==> config.mk <==
export PLATFORM = sky130hd
export DESIGN_NAME = sort_ram_responder
export DESIGN_NICKNAME = d
export VERILOG_FILES = /design/src/rtl/sort_ram_responder.sv
export SDC_FILE = /design/constraint.sdc
export NUM_CORES = 2
export LEC_CHECK = 0
export CORE_ASPECT_RATIO = 0.7
export CORE_MARGIN = 2
export CORE_UTILIZATION = 40
export DETAILED_ROUTE_END_ITERATION = 6
export HOLD_SLACK_MARGIN = 0.06
export MAX_ROUTING_LAYER = met4
export PLACE_DENSITY = 0.56
export SLEW_MARGIN = 15
export SYNTH_ARGS = -nofsm -noshare
export SYNTH_HDL_FRONTEND = slang
export SYNTH_SLANG_ARGS = --single-unit
==> constraint.sdc <==
create_clock -name i_clk -period 7.2 [get_ports i_clk]
set_input_delay 1.44 -clock i_clk [delete_from_list [all_inputs] [get_ports i_clk]]
set_output_delay 1.44 -clock i_clk [all_outputs]
set_load 0.02 [all_outputs]
==> src/rtl/sort_ram_responder.sv <==
// sort_ram_responder: RAM responder for the selection-sort datapath.
// Sorter reads complete after RD_LATENCY edges and writes are acknowledged
// one cycle after they commit. Sorter addresses at or beyond i_num_elems are
// range errors. The host port only uses idle, otherwise-unused cycles and is
// intended for preloading and dumping the array around a sort run.
module sort_ram_responder #(
  parameter int SIZE_ADDR  = 8,
  parameter int SIZE_DATA  = 8,
  parameter int RD_LATENCY = 2
) (
  input  logic                 i_clk,
  input  logic                 i_rst_n,
  input  logic [SIZE_ADDR-1:0] i_num_elems,
  input  logic                 i_rd_en,
  input  logic                 i_wr_en,
  input  logic [SIZE_ADDR-1:0] i_addr,
  input  logic [SIZE_DATA-1:0] i_wr_data,
  output logic [SIZE_DATA-1:0] o_rd_data,
  output logic                 o_rd_valid,
  output logic                 o_wr_done,
  output logic                 o_busy,
  output logic                 o_err_range,
  output logic                 o_err_collision,
  input  logic                 i_host_en,
  input  logic                 i_host_we,
  input  logic [SIZE_ADDR-1:0] i_host_addr,
  input  logic [SIZE_DATA-1:0] i_host_wdata,
  output logic [SIZE_DATA-1:0] o_host_rdata,
  output logic                 o_host_rvalid
);

  localparam int DEPTH = 2 ** SIZE_ADDR;

  typedef enum logic [1:0] {IDLE, RD_WAIT, WR_ACK} state_t;

  state_t               state, state_nx;
  logic [3:0]           cnt, cnt_nx;
  logic [SIZE_DATA-1:0] rd_pipe, rd_pipe_nx;
  logic                 range_q, range_nx;
  logic                 coll_q, coll_nx;
  logic [SIZE_DATA-1:0] rd_data_nx;
  logic                 rd_valid_nx, wr_done_nx, err_range_nx, err_coll_nx;

  logic [SIZE_DATA-1:0] mem [DEPTH];

  logic idle, in_range, sorter_req, host_ok, sorter_we, host_we, host_re;

  assign idle       = (state == IDLE);
  assign in_range   = (i_addr < i_num_elems);
  assign sorter_req = i_rd_en | i_wr_en;
  assign host_ok    = idle & i_host_en & ~sorter_req;
  assign sorter_we  = idle & i_wr_en & in_range;
  assign host_we    = host_ok & i_host_we;
  assign host_re    = host_ok & ~i_host_we;
  assign o_busy     = ~idle;

  // Memory array: no reset so contents survive i_rst_n; sorter and host
  // writes are mutually exclusive because the host needs an idle sorter.
  always_ff @(posedge i_clk) begin
    if (sorter_we) begin
      mem[i_addr] <= i_wr_data;
    end else if (host_we) begin
      mem[i_host_addr] <= i_host_wdata;
    end
  end

  // Host read port: one-edge read, data held between reads.
  always_ff @(posedge i_clk or negedge i_rst_n) begin
    if (!i_rst_n) begin
      o_host_rdata  <= '0;
      o_host_rvalid <= 1'b0;
    end else begin
      o_host_rvalid <= host_re;
      if (host_re) begin
        o_host_rdata <= mem[i_host_addr];
      end
    end
  end

  // FSM state, latency counter, captured read data and registered strobes.
  always_ff @(posedge i_clk or negedge i_rst_n) begin
    if (!i_rst_n) begin
      state           <= IDLE;
      cnt             <= '0;
      rd_pipe         <= '0;
      range_q         <= 1'b0;
      coll_q          <= 1'b0;
      o_rd_data       <= '0;
      o_rd_valid      <= 1'b0;
      o_wr_done       <= 1'b0;
      o_err_range     <= 1'b0;
      o_err_collision <= 1'b0;
    end else begin
      state           <= state_nx;
      cnt             <= cnt_nx;
      rd_pipe         <= rd_pipe_nx;
      range_q         <= range_nx;
      coll_q          <= coll_nx;
      o_rd_data       <= rd_data_nx;
      o_rd_valid      <= rd_valid_nx;
      o_wr_done       <= wr_done_nx;
      o_err_range     <= err_range_nx;
      o_err_collision <= err_coll_nx;
    end
  end

  // Next-state and completion logic. Range and rd+wr collision status are
  // captured at accept and replayed with the completion pulse; a request
  // arriving while busy raises the collision flag on the next cycle.
  always_comb begin
    state_nx     = state;
    cnt_nx       = cnt;
    rd_pipe_nx   = rd_pipe;
    range_nx     = range_q;
    coll_nx      = coll_q;
    rd_data_nx   = o_rd_data;
    rd_valid_nx  = 1'b0;
    wr_done_nx   = 1'b0;
    err_range_nx = 1'b0;
    err_coll_nx  = 1'b0;
    case (state)
      IDLE: begin
        if (i_wr_en) begin
          state_nx = WR_ACK;
          range_nx = ~in_range;
          coll_nx  = i_rd_en;
        end else if (i_rd_en) begin
          state_nx   = RD_WAIT;
          cnt_nx     = 4'(RD_LATENCY - 1);
          rd_pipe_nx = in_range ? mem[i_addr] : '0;
          range_nx   = ~in_range;
          coll_nx    = 1'b0;
        end
      end
      RD_WAIT: begin
        err_coll_nx = sorter_req;
        if (cnt == 4'd0) begin
          rd_valid_nx  = 1'b1;
          rd_data_nx   = rd_pipe;
          err_range_nx = range_q;
          state_nx     = IDLE;
        end else begin
          cnt_nx = cnt - 4'd1;
        end
      end
      WR_ACK: begin
        wr_done_nx   = 1'b1;
        err_range_nx = range_q;
        err_coll_nx  = sorter_req | coll_q;
        state_nx     = IDLE;
      end
      default: state_nx = IDLE;
    endcase
  end

endmodule
# Word level (Yosys, flattened, before mapping)
# Memories as Yosys holds them, arrays and structs flattened. A register that Yosys moved wholly into a read port is not among the register bits.
# Index checks and enable logic that the tools add are counted.
# W data, S select, Z words.
# totals
reg_bits,29
ramBits,2048
in_bits,46
output_inout_bits,22
elab_cells,72
memories,1
# memory_table
memory,words,word_bits,rd,rd_clocked_by_memory_dff,wr,line,text
mem,256,8,2,1,1,44,logic [SIZE_DATA-1:0] mem [DEPTH];
# op_classes
add_sub_neg,1
magnitude_cmp,1
n_eq_ne,7
muxes,27
bitwise,13
n_reduce_logical,11
# ops
op,count
$mux W8,3
$mux W1,14
$mux W4,3
$lt A8 B8 Y1,1
$ne A2 B2 Y1 const B,4
$pmux W4 S2,1
$reduce_or A8 Y1,1
$and A1 B1 Y1,6
$mux W2,3
$reduce_and A2 Y1,3
$not A1 Y1,5
$logic_not A4 Y1,1
$pmux W1 S2,2
$pmux W2 S2,1
$reduce_and A4 Y1,1
$reduce_bool A2 Y1,2
$sub A4 B1 Y4 const B,1
$ne A3 B3 Y1 const B,1
$reduce_and A3 Y1,1
$eq A2 B1 Y1 const B,1
$eq A2 B2 Y1 const B,1
$logic_not A2 Y1,1
$or A1 B1 Y1,2
$logic_not A1 Y1,1

# Logic depth before layout (Yosys ltp)
# depth
depth_word,9
ltp_mapped,13
depth_no_buf,10

# Least setup slack after synthesis
# OpenSTA, ideal clock, no wires.
# synth_timing
kind,input-to-reg
from,input port i_rd_en
to,"memory mem[0][0], data pin"
setup_time_ps,823
arrival_time_ps,5589
required_time_ps,6377
slack_ps,788
cell_stages,6
n_path_buf,2
path_cell_list,nor4bb_1 and2_1 clkbuf_1 clkbuf_1 nand2_1 nand2_1
# synth_via
elab_chain_cells,9
# synth_rtl
element,line,text
from (decl),14,"input logic i_rd_en,"
$or A1 B1 Y1,50,assign sorter_req = i_rd_en | i_wr_en;
$not A1 Y1,51,assign host_ok = idle & i_host_en & ~sorter_req;
$and A1 B1 Y1,51,
$and A1 B1 Y1,53,assign host_we = host_ok & i_host_we;
$mux W1,62,end else if (host_we) begin
$mux W1,60,if (sorter_we) begin
$mux W1 (not written as such),63,mem[i_host_addr] <= i_host_wdata;
$reduce_or A8 Y1 (no source line),n/a,
$mux W8 (no source line),n/a,
to (decl),44,
# Every way passes these cells.

# Worst setup path after layout
# layout_timing
from,input port i_rd_en
to,memory mem[236][6] (enable)
# layout_via
elab_chain_cells,9
elab_cells_between_ends,10
classes_between,mux: 5; bitwise: 4; reduce/logical: 1
# layout_rtl
element,line
$or A1 B1 Y1 (*),50
$not A1 Y1 (*),51
$and A1 B1 Y1 (*),51
$and A1 B1 Y1 (*),53
$mux W1 (*),62
$mux W1 (*),60
$mux W1 (not written as such) (*),63
$reduce_or A8 Y1 (no source line),n/a
$mux W8 (no source line) / $mux W1 (equally long branches),n/a
# Every way passes the cells marked *; elsewhere a longest branch is shown, timed or not.

==> results by stage <==
Status:
- The flow ran to the end, and the final reports show no timing, DRC or antenna violations.

Clock tree:
- TritonCTS built the clock tree.
- Gates resized during post-CTS repair numbered 0.
- The clock slew seen by the registers of the worst setup and hold paths is 0.06 ns.
- The clock passes through at most 4 buffers.
- Counting every sink on the clock net gives about 2100.
- The latest clock arrival within the worst-skew pair is 0.89 ns.
- The maximum level of the CTS H-tree is 4.
- In this run the post-CTS setup repair buffer count came out at 0.
- The clock buffer count from CTS is about 200.
- The root buffer cell is clkbuf_16.
- In this run, post-CTS hold repair placed 0 buffers.

Finish:
- The multi-input combinational cells in the finished layout cover a total of 33700 um2.
- The post-route standard cell area excluding fillers is ~110000 um2.
- The final cell count without fillers is 8835.
- The combined flip-flop and latch cell area is 62400 um2.
- The total of fill cells in the finished design is between 20000 and 25000.
- The number of nets in the finished design is around 5500.
- From synthesis to final layout, the design area changed by 12.4%.
- The post-route netlist has 30.2% of its cells at a drive strength greater than 1.

Worst setup path:
- The capturing element type of the critical path is a flop.
- The critical path is of the primary input to flop type.
- Among all stages on the critical path, the largest delay is contributed by and2_1.
- STA puts the critical path data arrival time at 6.22 ns.
- Setup slack on the worst reg-to-reg path comes out at 1.88 ns.
- STA classifies the critical path startpoint as a primary input.
- The worst endpoint required time is ~7.7 ns.
- The largest stage delay on the critical path is 1.01 ns.
- Traced cell by cell, the critical path runs through clkdlybuf4s50_1 > nor4bb_1 > and2_1 > nand3_1 > o21ai_0 > nand2_2 > nor2_1.
- The maximum fanout encountered on the critical timing path is 26.
- The capture point of the worst reg-to-reg path is mem[236][6]$_DFFE_PP_.
- The number of cells on the worst reg-to-reg path is 8.
- The number of buffer and inverter stages on the critical path is 1.
- The largest delay contributor family on the critical path is simple AND/OR/NAND/NOR gates.
- The worst register-to-register path begins at state[1]$_DFFE_PN0P_.

Logic synthesis:
- The cell count after synthesis came out at 5229.
- The post-synthesis sequential area ratio is 63.6%.
- The netlist uses 69 different library cells.
- The total nets after synthesis is about 5300.
- The number of warning messages in the yosys log is 0.
- The cell area after synthesis is just under 100000 um2.
- For this run, the leading register cell type out of synthesis is edfxtp_1.
- After synthesis the netlist holds a flip-flop and latch count of 2085.
- Counting flops with a built-in enable in the synthesized netlist gives 2048.
- In the synthesized netlist the async set-or-reset flop fraction comes to roughly 1.8%.
- In this run the mean area of a mapped cell was 18.8 um2.

Placement:
- After detailed placement, the total cell area comes to 104000 um2.
- The worst setup slack before clock tree synthesis is 0.826 ns.
- Detailed placement finished with a half-perimeter wire length of about 230000 um.
- The cell total after placement is ~8500.
- The final weighted congestion of routability-driven global placement is between 0.9 and 1.
- The number of port buffers is 67.

Floorplanning:
- The floorplan step set the die width to 596 um.
- The floorplan step defined a core boundary enclosing 245000 um2.
- Once the floorplan was initialized, standard cells occupied 40.2% of the core.
- The height of the chip is 419 um.
- The die outline area is roughly 250000 um2.
- The cell row count is 152.
- 68 I/O pins were placed.

Hold path:
- The worst min-delay path endpoint is range_q$_DFFE_PN0P_.
- The source of the worst hold timing path is range_q$_DFFE_PN0P_.
- The worst hold path passes through 2 cells.
- The worst hold path belongs to the class flop to flop.

STA:
- The worst-margin pin slew is 1.34 ns.
- The final worst setup slack is 1.47 ns.
- The sum of negative setup slack is 0 ns.
- The hold violation total from the final report was 0.
- The post-route clock skew is roughly 0.070 ns.
- Setup violations remaining at the end of the flow were counted as 0.
- The max-slew violation count is 0.
- Setup repair after global routing left no endpoint under its margin.
- The fraction of the cycle the final worst path needs is ~80%.
- The worst path in the final design needs a cycle of 5.73 ns, including I/O delays and setup.
- Based on the critical path, the design can be clocked at up to ~0.17 GHz.
- The worst pin sits at a relative slew slack of around a tenth.

Power and ir drop:
- The overall power consumption is 27.3 mW.
- The standby leakage power is 35.1 nW.
- In this run the power density over the cells is about 250 nW/um2.
- Across the VDD grid, the largest voltage drop is 0.170 mV.

Detailed routing:
- The first detailed-routing pass took 6 iterations.
- The final route contains just under 60000 vias.
- For this block, the routed nets add up to approximately 340000 um of wire.
- The mean number of vias per cell is ~6.6.
- In the final routed layout, each cell accounts on average for 38.9 um.
- The count of nets left with antenna violations after detail routing is 0.
- The final routed DRC violation total is 0.
- The first routing iteration left 9829 violations.

Global route:
- Global routing consumed, over all layers together, 28.1% of the routing resources.
- The total congestion overflow is 0.
- The first global-routing pass estimated 471000 um of wire.
- The number of antenna violations at the first check in global routing was 28.
- The pin count of the biggest net entering global routing is 127.
- The number of global-route vias before repair came to between 50000 and 60000.

Flow run:
- The count of maximum capacitance violations is 0.
[worst max path at each step]
stage / start / end / cells after the start
after global routing: i_rd_en / mem[76][1]$_DFFE_PP_ / 7
after global placement: i_rd_en / mem[78][3]$_DFFE_PP_ / 7
final: i_rd_en / mem[236][6]$_DFFE_PP_ / 7
after floorplan: i_rd_en / mem[0][0]$_DFFE_PP_ / 6
after CTS: i_rd_en / mem[78][1]$_DFFE_PP_ / 7
after detailed placement: i_rd_en / mem[78][3]$_DFFE_PP_ / 7
[synth_stat cells, types with 16 or more instances]
| cell | n | area (um2) |
|---|---|---|
| edfxtp_1 | 2048 | 61500 |
| mux4_2 | 940 | 21200 |
| mux2i_1 | 442 | 4420 |
| nor2_1 | 319 | 1200 |
| nand2_1 | 183 | 687 |
| clkbuf_1 | 151 | 567 |
| buf_2 | 128 | 641 |
| a22oi_1 | 95 | 713 |
| a21oi_1 | 84 | 420 |
| buf_4 | 77 | 578 |
| o221ai_1 | 75 | 657 |
| a221oi_1 | 62 | 543 |
| o22ai_1 | 61 | 382 |
| mux2_2 | 47 | 529 |
| o21ai_0 | 40 | 200 |
| nand3_1 | 38 | 190 |
| dfrtp_1 | 37 | 926 |
| a211oi_1 | 36 | 270 |
| buf_1 | 30 | 113 |
| buf_6 | 28 | 315 |
| nand2b_1 | 24 | 150 |
| nor3_1 | 23 | 115 |
| nand4_1 | 22 | 138 |
| inv_1 | 20 | 75.1 |
| o2111ai_1 | 16 | 140 |
[cell families after synthesis]
kind of cell | Yosys count | synth area share, %
flops | 2085 | 63.6
mux | 1429 | 26.6
simple gates | 685 | 3.05
compound gates | 582 | 4.30
buf+inv | 436 | 2.34
fa+ha+maj | 12 | 0.153
[layout by cell type (no fill, tap or decap), types with 10 or more instances in the layout]
| cell | netlist | routed |
|---|---|---|
| nand2_2 | 0 | 16 |
| nand4_1 | 22 | 22 |
| nor3_1 | 23 | 23 |
| o22a_1 | 12 | 12 |
| o21ai_0 | 40 | 40 |
| dfrtp_1 | 37 | 37 |
| clkbuf_1 | 151 | 29 |
| a22oi_1 | 95 | 95 |
| clkdlybuf4s50_1 | 0 | 53 |
| nor2b_1 | 15 | 12 |
| o211ai_1 | 13 | 13 |
| o2111ai_1 | 16 | 16 |
| nand3b_1 | 11 | 11 |
| edfxtp_1 | 2048 | 2048 |
| nor2_1 | 319 | 317 |
| o221ai_1 | 75 | 75 |
| or3_1 | 10 | 10 |
| nand3_1 | 38 | 38 |
| a211oi_1 | 36 | 34 |
| o22ai_1 | 61 | 61 |
| clkbuf_16 | 0 | 207 |
| diode_2 | 0 | 12 |
| clkinv_2 | 0 | 32 |
| and2_1 | 15 | 15 |
| nand2b_1 | 24 | 23 |
| a21oi_1 | 84 | 84 |
| a31oi_1 | 15 | 15 |
| bufinv_16 | 0 | 17 |
| nand2_1 | 183 | 158 |
| mux4_2 | 940 | 940 |
| ha_1 | 12 | 12 |
| a221oi_1 | 62 | 62 |
| mux2i_1 | 442 | 442 |
| inv_1 | 20 | 19 |
| mux2_2 | 47 | 47 |
| clkinv_1 | 1 | 45 |
| buf_12 | 0 | 36 |
| o31ai_1 | 14 | 14 |
| buf_4 | 77 | 320 |
[metal layers]
| layer | up-vias | routed length (um) | GRT usage [%] |
|---|---|---|---|
| li1 | 22800 | - | - |
| met1 | 31500 | 144000 | 40.8 |
| met2 | 3878 | 144000 | 38.1 |
| met3 | 548 | 44400 | 8.48 |
| met4 | 0 | 11100 | 7.64 |
| met5 | - | 0 | - |
[report_power, final]
part | internal [mW] | leakage, nW | switching, mW
logic | 1.01 | 13.2 | 1.96
registers | 13.6 | 18.9 | 0.127
clock network | 5.86 | 3.08 | 4.76
total | 20.4 | 35.1 | 6.85
[tightest hold or removal path, cell delays in order, from the launching register on]
cell and delay [ns]:
dfrtp_1 0.35, nand2_1 0.05, o21ai_0 0.06
[registers in the layout, indices dropped and copies added, names as in the netlist, 2 cells and up]
name          flops
cnt               4
o_rd_data         8
mem            2048
o_host_rdata      8
rd_pipe           8
state             2
[final cells by class]
class / count / area share, %
clock inverters: 113 / 0.904
clock buffers: 238 / 4.82
repair buffers: 423 / 3.43
flip-flops and latches: 2085 / 56.6
multi-input cells: 2708 / 30.5
diodes: 12 / 0.0272
inverters: 22 / 0.0816
well taps: 3234 / 3.67
[per-stage QoR]
step | utilization (%) | hold slack, ns
after detailed placement | 42.5 | 0.489
after CTS | 45.1 | 0.502
final | 45.1 | 0.497
after global placement | 42.5 | 0.476
after floorplan | - | 0.443
after global routing | 45.1 | 0.537
No activity file was read; power rests on OpenSTA's default activity.
